--- src/rtl/video_vga_rx_pkg.sv ---
// -----------------------------------------------------------------------------
// video_vga_rx_pkg
// Shared 640x480@60 timing constants (common to the VGA transmitter and
// receiver) and the receiver lock FSM state encoding.
// No ports: imported with "import video_vga_rx_pkg::*;".
// -----------------------------------------------------------------------------
package video_vga_rx_pkg;

   // Default 640x480@60 timing, in pixel clocks (horizontal) and lines (vertical)
   localparam int VGA_H_ACTIVE     = 640;
   localparam int VGA_H_BACK_PORCH = 48;
   localparam int VGA_H_TOTAL      = 800;
   localparam int VGA_V_ACTIVE     = 480;
   localparam int VGA_V_START      = 32;
   localparam int VGA_V_TOTAL      = 525;

   // Width of position counters and measurement outputs
   localparam int VGA_CW           = 11;

   // Receiver lock state machine
   typedef enum logic [1:0] {
      ST_SEARCH  = 2'd0,
      ST_MEASURE = 2'd1,
      ST_LOCKED  = 2'd2
   } rx_state_t;

endpackage

--- src/rtl/video_vga_rx_sync_meas.sv ---
// -----------------------------------------------------------------------------
// vga_rx_sync_meas
// Input register stage, sync edge detection, horizontal/vertical position
// counters, line watchdog and line/frame period measurement for the VGA
// receiver.
//
// Ports:
//   clk, rst            pixel clock, asynchronous active-high reset
//   i_hsync, i_vsync    raw sync inputs (active low)
//   i_rgb               raw {r,g,b} input
//   o_rgb               stage-1 registered {r,g,b}
//   o_hpos, o_vpos      position of the current stage-1 sample
//   o_h_meas_vld        a new line period is available this cycle (o_h_meas)
//   o_vpos_rst          vpos is reset to 0 on this sample
//   o_v_meas_vld        a new frame length is available this cycle (o_v_meas)
//   o_timeout           2*H_TOTAL samples without an h-rise
//   o_h_total_meas      last measured line period (registered)
//   o_v_total_meas      last measured frame length (registered)
// -----------------------------------------------------------------------------
module vga_rx_sync_meas
   import video_vga_rx_pkg::*;
#(
   parameter int H_TOTAL = VGA_H_TOTAL,
   parameter int CW      = VGA_CW
)(
   input  logic          clk,
   input  logic          rst,
   input  logic          i_hsync,
   input  logic          i_vsync,
   input  logic [11:0]   i_rgb,
   output logic [11:0]   o_rgb,
   output logic [CW-1:0] o_hpos,
   output logic [CW-1:0] o_vpos,
   output logic          o_h_meas_vld,
   output logic [CW-1:0] o_h_meas,
   output logic          o_vpos_rst,
   output logic          o_v_meas_vld,
   output logic [CW-1:0] o_v_meas,
   output logic          o_timeout,
   output logic [CW-1:0] o_h_total_meas,
   output logic [CW-1:0] o_v_total_meas
);

   localparam logic [CW-1:0] C_MAX      = '1;
   localparam int            WDW        = $clog2(2 * H_TOTAL + 1);
   localparam logic [WDW-1:0] C_WD_LIMIT = WDW'(2 * H_TOTAL);

   // Stage-1 samples and their previous values for edge detection
   logic           r_hs;
   logic           r_vs;
   logic           r_hs_d;
   logic           r_vs_d;
   logic [11:0]    r_rgb;

   logic           r_h_seen;     // at least one h-rise since reset
   logic           r_v_arm;      // v-rise seen, waiting for the next h-rise
   logic           r_vrst_seen;  // at least one vpos reset since reset
   logic [CW-1:0]  r_hpos;
   logic [CW-1:0]  r_vpos;
   logic [WDW-1:0] r_wd;
   logic [CW-1:0]  r_h_total_meas;
   logic [CW-1:0]  r_v_total_meas;

   logic           w_h_rise;
   logic           w_v_rise;
   logic           w_vpos_rst;
   logic           w_h_meas_vld;
   logic           w_v_meas_vld;
   logic [CW-1:0]  w_h_len;
   logic [CW-1:0]  w_v_len;
   logic [CW-1:0]  w_hpos;
   logic [CW-1:0]  w_vpos;
   logic [WDW-1:0] w_wd;

   assign w_h_rise   = r_hs & ~r_hs_d;
   assign w_v_rise   = r_vs & ~r_vs_d;
   // A v-rise arms the vertical reset; a coincident v-rise counts as armed
   assign w_vpos_rst = w_h_rise & (r_v_arm | w_v_rise);

   // Saturating "previous position + 1": the length of the line / frame that
   // ends at this h-rise. Saturation keeps a lost sync from wrapping back
   // into the active window.
   assign w_h_len = (r_hpos == C_MAX) ? C_MAX : r_hpos + 1'b1;
   assign w_v_len = (r_vpos == C_MAX) ? C_MAX : r_vpos + 1'b1;

   // Positions are combinational so they line up with the stage-1 sample
   // that causes the edge (the h-rise sample itself is hpos 0).
   assign w_hpos = w_h_rise ? '0 : w_h_len;

   always_comb begin
      w_vpos = r_vpos;
      if (w_vpos_rst)
         w_vpos = '0;
      else if (w_h_rise)
         w_vpos = w_v_len;
   end

   assign w_wd = w_h_rise ? '0 : ((r_wd == C_WD_LIMIT) ? r_wd : r_wd + 1'b1);

   assign w_h_meas_vld = w_h_rise & r_h_seen;
   assign w_v_meas_vld = w_vpos_rst & r_vrst_seen;

   always_ff @(posedge clk or posedge rst) begin
      if (rst) begin
         r_hs           <= 1'b1;
         r_vs           <= 1'b1;
         r_hs_d         <= 1'b1;
         r_vs_d         <= 1'b1;
         r_rgb          <= '0;
         r_h_seen       <= 1'b0;
         r_v_arm        <= 1'b0;
         r_vrst_seen    <= 1'b0;
         r_hpos         <= '0;
         r_vpos         <= '0;
         r_wd           <= '0;
         r_h_total_meas <= '0;
         r_v_total_meas <= '0;
      end else begin
         r_hs   <= i_hsync;
         r_vs   <= i_vsync;
         r_rgb  <= i_rgb;
         r_hs_d <= r_hs;
         r_vs_d <= r_vs;
         r_hpos <= w_hpos;
         r_vpos <= w_vpos;
         r_wd   <= w_wd;

         if (w_h_rise)
            r_h_seen <= 1'b1;
         if (w_h_meas_vld)
            r_h_total_meas <= w_h_len;

         if (w_vpos_rst) begin
            r_v_arm     <= 1'b0;
            r_vrst_seen <= 1'b1;
            if (r_vrst_seen)
               r_v_total_meas <= w_v_len;
         end else if (w_v_rise) begin
            r_v_arm <= 1'b1;
         end
      end
   end

   assign o_rgb          = r_rgb;
   assign o_hpos         = w_hpos;
   assign o_vpos         = w_vpos;
   assign o_h_meas_vld   = w_h_meas_vld;
   assign o_h_meas       = w_h_len;
   assign o_vpos_rst     = w_vpos_rst;
   assign o_v_meas_vld   = w_v_meas_vld;
   assign o_v_meas       = w_v_len;
   assign o_timeout      = (w_wd == C_WD_LIMIT);
   assign o_h_total_meas = r_h_total_meas;
   assign o_v_total_meas = r_v_total_meas;

endmodule

--- src/rtl/video_vga_rx.sv ---
// -----------------------------------------------------------------------------
// video_vga_rx
// VGA capture front end: measures line/frame timing of an incoming RGB444 +
// hsync/vsync stream, locks when it matches the configured mode and emits
// active pixels with x/y coordinates (2 clk latency from the input pins).
//
// Ports:
//   clk, rst                   pixel clock, asynchronous active-high reset
//   vga_r/g/b                  4-bit colour inputs
//   vga_hsync, vga_vsync       sync inputs, active low
//   locked                     timing lock indicator
//   pixel_valid/x/y/rgb        active pixel stream
//   line_start, frame_start    pulses with x==0 / (0,0) of valid pixels
//   h_total_meas, v_total_meas last measured line period / frame length
//   lock_err_cnt               saturating count of lock losses
// -----------------------------------------------------------------------------
module video_vga_rx
   import video_vga_rx_pkg::*;
#(
   parameter int H_ACTIVE     = VGA_H_ACTIVE,
   parameter int H_BACK_PORCH = VGA_H_BACK_PORCH,
   parameter int H_TOTAL      = VGA_H_TOTAL,
   parameter int V_ACTIVE     = VGA_V_ACTIVE,
   parameter int V_START      = VGA_V_START,
   parameter int V_TOTAL      = VGA_V_TOTAL,
   parameter int CW           = VGA_CW
)(
   input  logic          clk,
   input  logic          rst,
   input  logic [3:0]    vga_r,
   input  logic [3:0]    vga_g,
   input  logic [3:0]    vga_b,
   input  logic          vga_hsync,
   input  logic          vga_vsync,
   output logic          locked,
   output logic          pixel_valid,
   output logic [9:0]    pixel_x,
   output logic [9:0]    pixel_y,
   output logic [11:0]   pixel_rgb,
   output logic          line_start,
   output logic          frame_start,
   output logic [CW-1:0] h_total_meas,
   output logic [CW-1:0] v_total_meas,
   output logic [7:0]    lock_err_cnt
);

   localparam logic [CW-1:0] C_H_TOTAL = CW'(H_TOTAL);
   localparam logic [CW-1:0] C_V_TOTAL = CW'(V_TOTAL);
   localparam logic [CW-1:0] C_H_BEG   = CW'(H_BACK_PORCH);
   localparam logic [CW-1:0] C_H_END   = CW'(H_BACK_PORCH + H_ACTIVE);
   localparam logic [CW-1:0] C_V_BEG   = CW'(V_START);
   localparam logic [CW-1:0] C_V_END   = CW'(V_START + V_ACTIVE);

   logic [11:0]   w_rgb1;
   logic [CW-1:0] w_hpos;
   logic [CW-1:0] w_vpos;
   logic          w_h_meas_vld;
   logic [CW-1:0] w_h_meas;
   logic          w_vpos_rst;
   logic          w_v_meas_vld;
   logic [CW-1:0] w_v_meas;
   logic          w_timeout;
   logic          w_line_bad;
   logic          w_frame_bad;
   logic          w_active;
   logic          w_emit;
   logic [9:0]    w_x;
   logic [9:0]    w_y;

   rx_state_t     r_state;
   logic          r_line_err;
   logic          r_locked;
   logic [7:0]    r_lock_err_cnt;
   logic          r_pixel_valid;
   logic [9:0]    r_pixel_x;
   logic [9:0]    r_pixel_y;
   logic [11:0]   r_pixel_rgb;
   logic          r_line_start;
   logic          r_frame_start;

   vga_rx_sync_meas #(
      .H_TOTAL (H_TOTAL),
      .CW      (CW)
   ) u_sync_meas (
      .clk            (clk),
      .rst            (rst),
      .i_hsync        (vga_hsync),
      .i_vsync        (vga_vsync),
      .i_rgb          ({vga_r, vga_g, vga_b}),
      .o_rgb          (w_rgb1),
      .o_hpos         (w_hpos),
      .o_vpos         (w_vpos),
      .o_h_meas_vld   (w_h_meas_vld),
      .o_h_meas       (w_h_meas),
      .o_vpos_rst     (w_vpos_rst),
      .o_v_meas_vld   (w_v_meas_vld),
      .o_v_meas       (w_v_meas),
      .o_timeout      (w_timeout),
      .o_h_total_meas (h_total_meas),
      .o_v_total_meas (v_total_meas)
   );

   assign w_line_bad  = w_h_meas_vld & (w_h_meas != C_H_TOTAL);
   assign w_frame_bad = w_v_meas_vld & (w_v_meas != C_V_TOTAL);

   // Lock FSM. The line-error flag collects bad line periods across one
   // measured frame; the line ending on the vpos-reset sample is included.
   always_ff @(posedge clk or posedge rst) begin
      if (rst) begin
         r_state        <= ST_SEARCH;
         r_line_err     <= 1'b0;
         r_locked       <= 1'b0;
         r_lock_err_cnt <= '0;
      end else begin
         case (r_state)
            ST_SEARCH: begin
               if (w_vpos_rst) begin
                  r_state    <= ST_MEASURE;
                  r_line_err <= 1'b0;
               end
            end
            ST_MEASURE: begin
               if (w_timeout) begin
                  r_state <= ST_SEARCH;
               end else if (w_vpos_rst) begin
                  if (!(r_line_err | w_line_bad) && w_v_meas_vld &&
                      (w_v_meas == C_V_TOTAL)) begin
                     r_state  <= ST_LOCKED;
                     r_locked <= 1'b1;
                  end
                  r_line_err <= 1'b0;
               end else if (w_line_bad) begin
                  r_line_err <= 1'b1;
               end
            end
            ST_LOCKED: begin
               if (w_timeout | w_line_bad | w_frame_bad) begin
                  r_state  <= ST_SEARCH;
                  r_locked <= 1'b0;
                  if (r_lock_err_cnt != 8'hFF)
                     r_lock_err_cnt <= r_lock_err_cnt + 8'd1;
               end
            end
            default: begin
               r_state  <= ST_SEARCH;
               r_locked <= 1'b0;
            end
         endcase
      end
   end

   // Active window test on the stage-1 sample position
   assign w_active = (w_hpos >= C_H_BEG) && (w_hpos < C_H_END) &&
                     (w_vpos >= C_V_BEG) && (w_vpos < C_V_END);
   assign w_emit   = w_active & r_locked;
   assign w_x      = 10'(w_hpos - C_H_BEG);
   assign w_y      = 10'(w_vpos - C_V_BEG);

   // Output stage: coordinates hold while idle, colour is blanked to 0
   always_ff @(posedge clk or posedge rst) begin
      if (rst) begin
         r_pixel_valid <= 1'b0;
         r_pixel_x     <= '0;
         r_pixel_y     <= '0;
         r_pixel_rgb   <= '0;
         r_line_start  <= 1'b0;
         r_frame_start <= 1'b0;
      end else begin
         r_pixel_valid <= w_emit;
         r_line_start  <= w_emit & (w_x == 10'd0);
         r_frame_start <= w_emit & (w_x == 10'd0) & (w_y == 10'd0);
         if (w_emit) begin
            r_pixel_x   <= w_x;
            r_pixel_y   <= w_y;
            r_pixel_rgb <= w_rgb1;
         end else begin
            r_pixel_rgb <= '0;
         end
      end
   end

   assign locked       = r_locked;
   assign lock_err_cnt = r_lock_err_cnt;
   assign pixel_valid  = r_pixel_valid;
   assign pixel_x      = r_pixel_x;
   assign pixel_y      = r_pixel_y;
   assign pixel_rgb    = r_pixel_rgb;
   assign line_start   = r_line_start;
   assign frame_start  = r_frame_start;

endmodule

--- config.mk ---
export PLATFORM = sky130hd
export DESIGN_NAME = video_vga_rx
export DESIGN_NICKNAME = d
export VERILOG_FILES = /design/src/rtl/video_vga_rx_pkg.sv /design/src/rtl/video_vga_rx_sync_meas.sv /design/src/rtl/video_vga_rx.sv
export SDC_FILE = /design/constraint.sdc
export NUM_CORES = 1
export LEC_CHECK = 0
export ABC_AREA = 1
export BUFFER_PORTS_ARGS = -buffer_cell sky130_fd_sc_hd__clkbuf_2
export CORE_MARGIN = 1.5
export CORE_UTILIZATION = 60
export CTS_CLUSTER_SIZE = 14
export DETAILED_ROUTE_END_ITERATION = 6
export GPL_TIMING_DRIVEN = 0
export HOLD_SLACK_MARGIN = 0.1
export PLACE_DENSITY = 0.82
export SYNTH_ARGS = -nofsm -noshare
export SYNTH_HDL_FRONTEND = slang
export SYNTH_HIERARCHICAL = 1
export SYNTH_SLANG_ARGS = --single-unit
--- constraint.sdc ---
create_clock -name clk -period 5.5 [get_ports clk]
set_clock_uncertainty 0.15 [all_clocks]
set_input_delay 1.1 -clock clk [delete_from_list [all_inputs] [get_ports clk]]
set_output_delay 1.1 -clock clk [all_outputs]
set_load 0.1 [all_outputs]
==> flow_metrics.tcl, run 1 <==
set metrics [dict create \
    status "complete, no violations" \
    dp_hpwl_um 9130 \
    yosys-top-cells-area "dfrtp_1 50%, nand2_1 13%, inv_1 5.8%, nor2_1 3.9%, nand3_1 3.6%" \
    cp-start-kind "flip-flop" \
    dpl-instance-area_um2 6400 \
    final_hold_viol_count 0 \
    syn_inst 673 \
    synth_edf_count 0 \
    critical_path_required_ns 5.77 \
    syn_area_um2 5810 \
    power_density_nw_per_um2 359 \
    ys_types 45 \
    nets 798 \
    synth_nets 697 \
    start_util_pct 62.3 \
    post-cts-setup-buffers 0 \
    synth-seq-area-share_pct 52.2 \
    clkSlewWorstSetupHoldPaths_ns 0.06 \
    cts.sinks 121 \
    cts_buffers 17 \
    htreeDepth 4 \
    viasPerCell 5.20 \
    gp_congestion 0.870 \
    rows 35 \
    yosys_warnings 6 \
    fp.dieW_um 101 \
    ios 82 \
    cts_root_buffer "clkbuf_8" \
    track_usage_pct 26.9 \
    maxSlewHeadroom_pct 38.2 \
    synth_common_cells "196 x nand2_1, 117 x dfrtp_1, 90 x inv_1" \
    slew_viol_final 0 \
    period_share_pct 58.7 \
    clk_path_buf_depth 2 \
    first_pass_iters 5 \
    insertion_delay_ns 0.53 \
    wl_um 13000 \
    yosysTopAreaCellShare_pct 50.4 \
    cap_viol_max_count 0 \
    fmax_mhz 310 \
    grt_pass1_vias 4717 \
    synthFlopType "dfrtp_1" \
    path_class "reg2reg" \
    synth.largest_area_cell "dfrtp_1" \
    drcViolationCount 0 \
    syn_to_final_growth_pct 20.7 \
    core_um2 9330 \
    final_core_util_pct 75.2 \
    use_met3_pct 6.07 \
    routedWlPerCell_um 14.1 \
    tns_ns 0 \
    dieHeight_um 101 \
    hold_buffers 0 \
    drtIter0Drc 233 \
    overflow 0 \
    synthArstFlopShare_pct 100 \
    die_area_um2 10300 \
    grt_pass1_wl_um 21200 \
    grt_use_met2_pct 47.2 \
    antenna_found_initial 0 \
    via_count 4765 \
    globalRouteMet1Util_pct 31.2 \
    rsz0062_at_grt "no" \
    finalSetupViolCount 0 \
    yosysMostFrequentCell "nand2_1" \
    ant_nets 0 \
    cts_resized 0 \
    syn_avg_cell_area_um2 8.63 \
    holdCritPathClass "reg2reg" \
    min_period_ns 3.23 \
    tightest_slew_ns 0.927 \
    power_uw 2520 \
    cp_max_fo 10 \
    arrival_ns 3.50 \
    ys_ff_latch 121 \
    stdcell_area_um2 7010 \
    cts_tree "done" \
    peakVddDrop_uv 271 \
    top_usage_layer "met2" \
    numPortBuffers 81 \
    critPathCaptureType "flip-flop" \
    grt_max_degree 75 \
    drive_above_1_share_pct 24.5 \
    p_leak_uw 0.00383 \
    antennaDiodeCount 0 \
]
## worst max-delay path, stage by stage (launching register included)
cell and delay [ns]:
dfrtp_1 0.42, ha_1 0.25, nand3_2 0.12, nor2_4 0.18, nand4_4 0.20, inv_1 0.15, nor2_1 0.09, o22ai_1 0.30
inv_2 0.13, ha_1 0.26, nor3b_2 0.19, a21oi_2 0.25, nand2_4 0.13, buf_4 0.20, nand2_1 0.07, nand2_1 0.05
## path summary, 6_finish.rpt
kind / cells after the start / endpoint / slack [ns] / start
setup reg to reg: 15 / pixel_x[5]$_DFFE_PP0N_ / 2.27 / u_sync_meas/r_vpos[0]$_DFF_PP0_
setup / recovery: 15 / pixel_x[5]$_DFFE_PP0N_ / 2.27 / u_sync_meas/r_vpos[0]$_DFF_PP0_
hold / removal: 0 / u_sync_meas/r_vs_d$_DFF_PP1_ / 0.22 / u_sync_meas/r_vs$_DFF_PP1_
max in group asynchronous: 2 / u_sync_meas/o_h_total_meas[2]$_DFFE_PP0P_ / 3.95 / rst
hold reg to reg: 0 / u_sync_meas/r_vs_d$_DFF_PP1_ / 0.22 / u_sync_meas/r_vs$_DFF_PP1_
min in group asynchronous: 2 / pixel_x[1]$_DFFE_PP0N_ / 0.37 / rst
## power breakdown
group / switching (uW) / internal (uW)
Sequential: 37.4 / 943
Clock: 424 / 714
Combinational: 310 / 91.7
## layer usage
metal | vias up | wire, um | part of all wire (%)
li1 | 2290 | - | -
met1 | 2275 | 5100 | 39
met2 | 161 | 6860 | 53
met3 | 39 | 653 | 5.0
met4 | 0 | 339 | 2.6
met5 | - | 0 | 0
## cell usage in the layout, fill, tap and decap left out, types with 3 or more instances in the layout
cell type and n:
dfrtp_1 117, nor3_1 6, dfstp_2 4, inv_6 4
nand3_2 6, bufinv_16 3, nand2_4 8, inv_1 88
o21ai_1 10, a22o_1 3, clkbuf_16 16, xor2_1 9
clkinvlp_4 4, xnor2_1 11, inv_2 15, nand4_1 8
o21ai_2 13, buf_6 5, a21oi_1 9, nand2_1 196
nor2_2 8, clkbuf_2 81, nor2_4 4, ha_1 8
o21ai_0 12, nor2_1 60, o22ai_1 3, nand2_2 3
nand3_1 42
## area by class of cell
type,count,area [um^2]
plain buffers,11,95.1
clock buffers,18,428
clock inverters,14,186
fillers,644,2320
inverters,106,404
multi-input cells,435,2280
flip-flops and latches,121,3030
well taps,129,161
repair buffers,82,425
## per-stage QoR
stage	instances	setup WS (ns)	hold WS [ns]
floorplan	673	2.38	0.204
global placement	883	1.51	0.207
detailed placement	884	2.36	0.212
CTS	916	2.26	0.221
global route	916	1.99	0.221
finish	916	2.27	0.221
## cell families (layout without fill, tap and decap cells)
group,after synthesis,after routing,synth area share (%)
AOI/OAI and AO/OA,53,53,5.80
xor gates and xnor gates,20,20,3.02
adders and majority gates,8,8,1.72
buffers and inverters,117,231,8.55
DFF,121,121,52.2
and+or+nand+nor,354,354,28.7
## sequential cells by signal, indices dropped and copies added (netlist names), 11 cells and up
register,flops
u_sync_meas/o_h_total_meas,11
u_sync_meas/r_wd,11
u_sync_meas/r_hpos,11
u_sync_meas/o_rgb,12
u_sync_meas/r_vpos,11
u_sync_meas/o_v_total_meas,11
pixel_rgb,12
No activity file was read; power rests on OpenSTA's default activity.
==> run 2, diff against run 1 <==
--- a/config.mk
+++ b/config.mk
@@ -5,15 +5,15 @@
 export SDC_FILE = /design/constraint.sdc
 export NUM_CORES = 1
 export LEC_CHECK = 0
-export ABC_AREA = 1
+export ABC_AREA = 0
 export BUFFER_PORTS_ARGS = -buffer_cell sky130_fd_sc_hd__clkbuf_2
 export CORE_MARGIN = 1.5
-export CORE_UTILIZATION = 60
+export CORE_UTILIZATION = 51
 export CTS_CLUSTER_SIZE = 14
 export DETAILED_ROUTE_END_ITERATION = 6
 export GPL_TIMING_DRIVEN = 0
 export HOLD_SLACK_MARGIN = 0.1
-export PLACE_DENSITY = 0.82
+export PLACE_DENSITY = 0.74
 export SYNTH_ARGS = -nofsm -noshare
 export SYNTH_HDL_FRONTEND = slang
 export SYNTH_HIERARCHICAL = 1
==> constraint.sdc (replaced) <==
create_clock -name clk -period 2.7 [get_ports clk]
set_clock_uncertainty 0.15 [all_clocks]
set_input_delay 0.54 -clock clk [delete_from_list [all_inputs] [get_ports clk]]
set_output_delay 0.54 -clock clk [all_outputs]
set_load 0.1 [all_outputs]
==> run 2 against run 1 <==
  * The run now ends with negative setup slack left
  * Sequential share of layout area is 4.5 points lower
  * Synthesized cell count is 26% lower
  * Synthesized area is 5.3% lower
  * Clock-buffer cell count is 3 higher
  * Largest power group unchanged
  * Highest routed layer unchanged
==> flow_metrics.tcl, run 2 <==
set metrics [dict create \
    synth.largest_area_cell "dfrtp_1" \
    start_util_pct 52.8 \
    critical_path_required_ns 2.95 \
    drive_above_1_share_pct 42.8 \
    cts_buffers 17 \
    holdCritPathClass "reg2reg" \
    crit_chain "ha_4 > and4_4 > nand4_4 > buf_6 > buf_6 > a21oi_2 > o22a_1 > or4_4 > o31a_1 > a2111oi_4 > buf_4 > buf_6 > mux2_2" \
    numPortBuffers 81 \
    synth_nets 520 \
    track_usage_pct 25.8 \
    first_pass_iters 5 \
    synthAdderAreaFrac_pct 1.82 \
    finalSetupViolCount 47 \
    fin_ws_ns -0.700 \
    grt_max_degree 75 \
    fp.dieW_um 107 \
    yosysTopAreaCellShare_pct 53.2 \
    crit_path_max_incr_delay_ns 0.50 \
    wl_um 14100 \
    dp_hpwl_um 8330 \
    antennaDiodeCount 0 \
    cts_root_buffer "clkbuf_8" \
    synth_common_cells "117 x dfrtp_1, 48 x nand2_1, 41 x nor2_1" \
    peakVddDrop_uv 585 \
    slew_viol_final 0 \
    period_share_pct 126 \
    status "finished, violations left" \
    clkSlewWorstSetupHoldPaths_ns 0.06 \
    die_area_um2 11400 \
    antenna_found_initial 0 \
    ys_types 62 \
    synth_compound_area_share_pct 9.72 \
    stdcell_area_um2 7830 \
    multi_input_area_um2 2690 \
    min_period_ns 3.40 \
    synthArstFlopShare_pct 100 \
    critPathCaptureType "flip-flop" \
    r2r_slack_ns -0.70 \
    final_hold_viol_count 0 \
    core_um2 10400 \
    syn_to_final_growth_pct 42.4 \
    cts.sinks 121 \
    fillers 687 \
    grt_pass1_wl_um 22400 \
    final_core_util_pct 75.2 \
    drcViolationCount 0 \
    synth-xor-area-share_pct 5.42 \
    final_cell_mix "114 x dfrtp_1, 81 x clkbuf_2, 45 x buf_4" \
    rows 37 \
    yosysMostFrequentCell "dfrtp_1" \
    ant_nets 0 \
    synth_top_family_by_area "simple AND/OR/NAND/NOR gates" \
    synthFlopType "dfrtp_1" \
    maxSlewHeadroom_pct 29.1 \
    gp_congestion 0.825 \
    viasPerCell 5.51 \
    cp_common_cell "buf_6" \
    arrival_ns 3.65 \
    yosys_warnings 6 \
    syn_area_um2 5500 \
    cp_max_fo 5 \
    seq_area_um2 3040 \
    routedWlPerCell_um 17.3 \
    synthSimpleGateAreaFrac_pct 17.0 \
    p_leak_uw 0.00386 \
    tns_ns -25.87 \
    holdWs_ns 0.226 \
    cp-start-kind "flip-flop" \
    yosys-top-cells-area "dfrtp_1 53%, mux2_2 5.5%, nand2_1 3.3%, xor2_1 3.0%, nor2_1 2.8%" \
    cts_tree "done" \
    dieHeight_um 107 \
    tightest_slew_ns 1.06 \
    insertion_delay_ns 0.52 \
    drtIter0Drc 408 \
    grt_pass1_vias 4606 \
    rsz0062_at_grt "yes" \
    synth_edf_count 0 \
    dpl-instance-area_um2 6270 \
    muxShareOfSynthArea_pct 6.80 \
    overflow 0 \
    clk_path_buf_depth 2 \
    power_density_nw_per_um2 673 \
    via_count 4494 \
    synth-seq-area-share_pct 55.2 \
    ys_ff_latch 121 \
    fmax_mhz 294 \
    reg2regPathDepth 13 \
    htreeDepth 4 \
    ios 82 \
    whs_path_depth 0 \
    nets 691 \
    syn_avg_cell_area_um2 11.1 \
    final_common_cell "dfrtp_1" \
    cap_viol_max_count 0 \
    path_class "reg2reg" \
    violations "negative setup slack" \
    syn_inst 496 \
    slowest_stage "or4_4" \
]
-- run 2: cell types whose count changed in the layout (fill, tap and decap cells not counted), moves of 12 or more --
cell,before,now
buf_6,5,17
buf_4,1,45
nand3_1,42,13
mux2_2,0,15
mux2_4,0,12
nand2_1,196,44
nor2_1,60,34
dlygate4sd3_1,0,15
inv_1,88,23
-- run 2: layout make-up --
class	count	share of cell area [%]
Clock inverter	11	1.89
Multi-Input combinational cell	327	34.4
Timing Repair Buffer	156	14.2
Tap cell	136	2.17
Inverter	29	1.42
Sequential cell	121	38.8
Clock buffer	21	5.61
Buffer	15	1.53
-- run 2: kinds of logic after synthesis --
| family | count (synthesis) |
|---|---|
| DFF | 121 |
| xor gates and xnor gates | 34 |
| buffers and inverters | 48 |
| and+or+nand+nor | 177 |
| adders and majority gates | 8 |
| AOI/OAI and AO/OA | 74 |
| muxes | 34 |
-- run 2: worst max-delay path, delay by kind of cell (launching register included) --
kind	cells	cell delay, ns
compound gates	4	0.83
fa+ha+maj	1	0.18
buf+inv	4	0.53
flops	1	0.42
mux	1	0.34
simple gates	3	0.83
-- run 2: report_power, final --
part | switching [uW] | internal, uW
Sequential | 90.9 | 1930
Clock | 793 | 1430
Combinational | 690 | 337
-- run 2: path summary, 6_finish.rpt --
path | startpoint | to
worst max-delay path | u_sync_meas/r_vpos[0]$_DFF_PP0_ | pixel_x[2]$_DFFE_PP0N_
worst min-delay path | u_sync_meas/r_hs$_DFF_PP1_ | u_sync_meas/r_hs_d$_DFF_PP1_
worst max register to register | u_sync_meas/r_vpos[0]$_DFF_PP0_ | pixel_x[2]$_DFFE_PP0N_
worst min register to register | u_sync_meas/r_hs$_DFF_PP1_ | u_sync_meas/r_hs_d$_DFF_PP1_
max in group asynchronous | rst | u_sync_meas/r_wd[1]$_DFF_PP0_
min in group asynchronous | rst | pixel_y[8]$_DFFE_PP0N_
-- run 2: repair_timing --
action | 4_1_cts | 5_1_grt
hold endpoints to repair | 35 | 0
setup buffers | 44 | 13
gates cloned | 2 | 1
resized for setup | 72 | 29
endpoints found under the setup margin | 47 | 47
pin swaps | 27 | 22
hold buffers | 15 | 0
-- run 2: through the flow --
step | total power, uW | cells | setup WS (ns)
after floorplan | 2690 | 496 | -0.715
after global placement | 2840 | 713 | -1.19
after detailed placement | 2870 | 714 | -1.27
after CTS | 5240 | 804 | -0.605
after global routing | 5480 | 816 | -0.788
final | 5270 | 816 | -0.700
-- run 2: metal layers --
| metal | wire [um] | vias up | GRT usage [%] | part of all wire (%) |
|---|---|---|---|---|
| li1 | - | 2073 | - | - |
| met1 | 5910 | 2218 | 31.9 | 42 |
| met2 | 7090 | 163 | 42.9 | 50 |
| met3 | 781 | 40 | 6.87 | 5.5 |
| met4 | 352 | 0 | 11.0 | 2.5 |
| met5 | 0 | - | 0 | 0 |
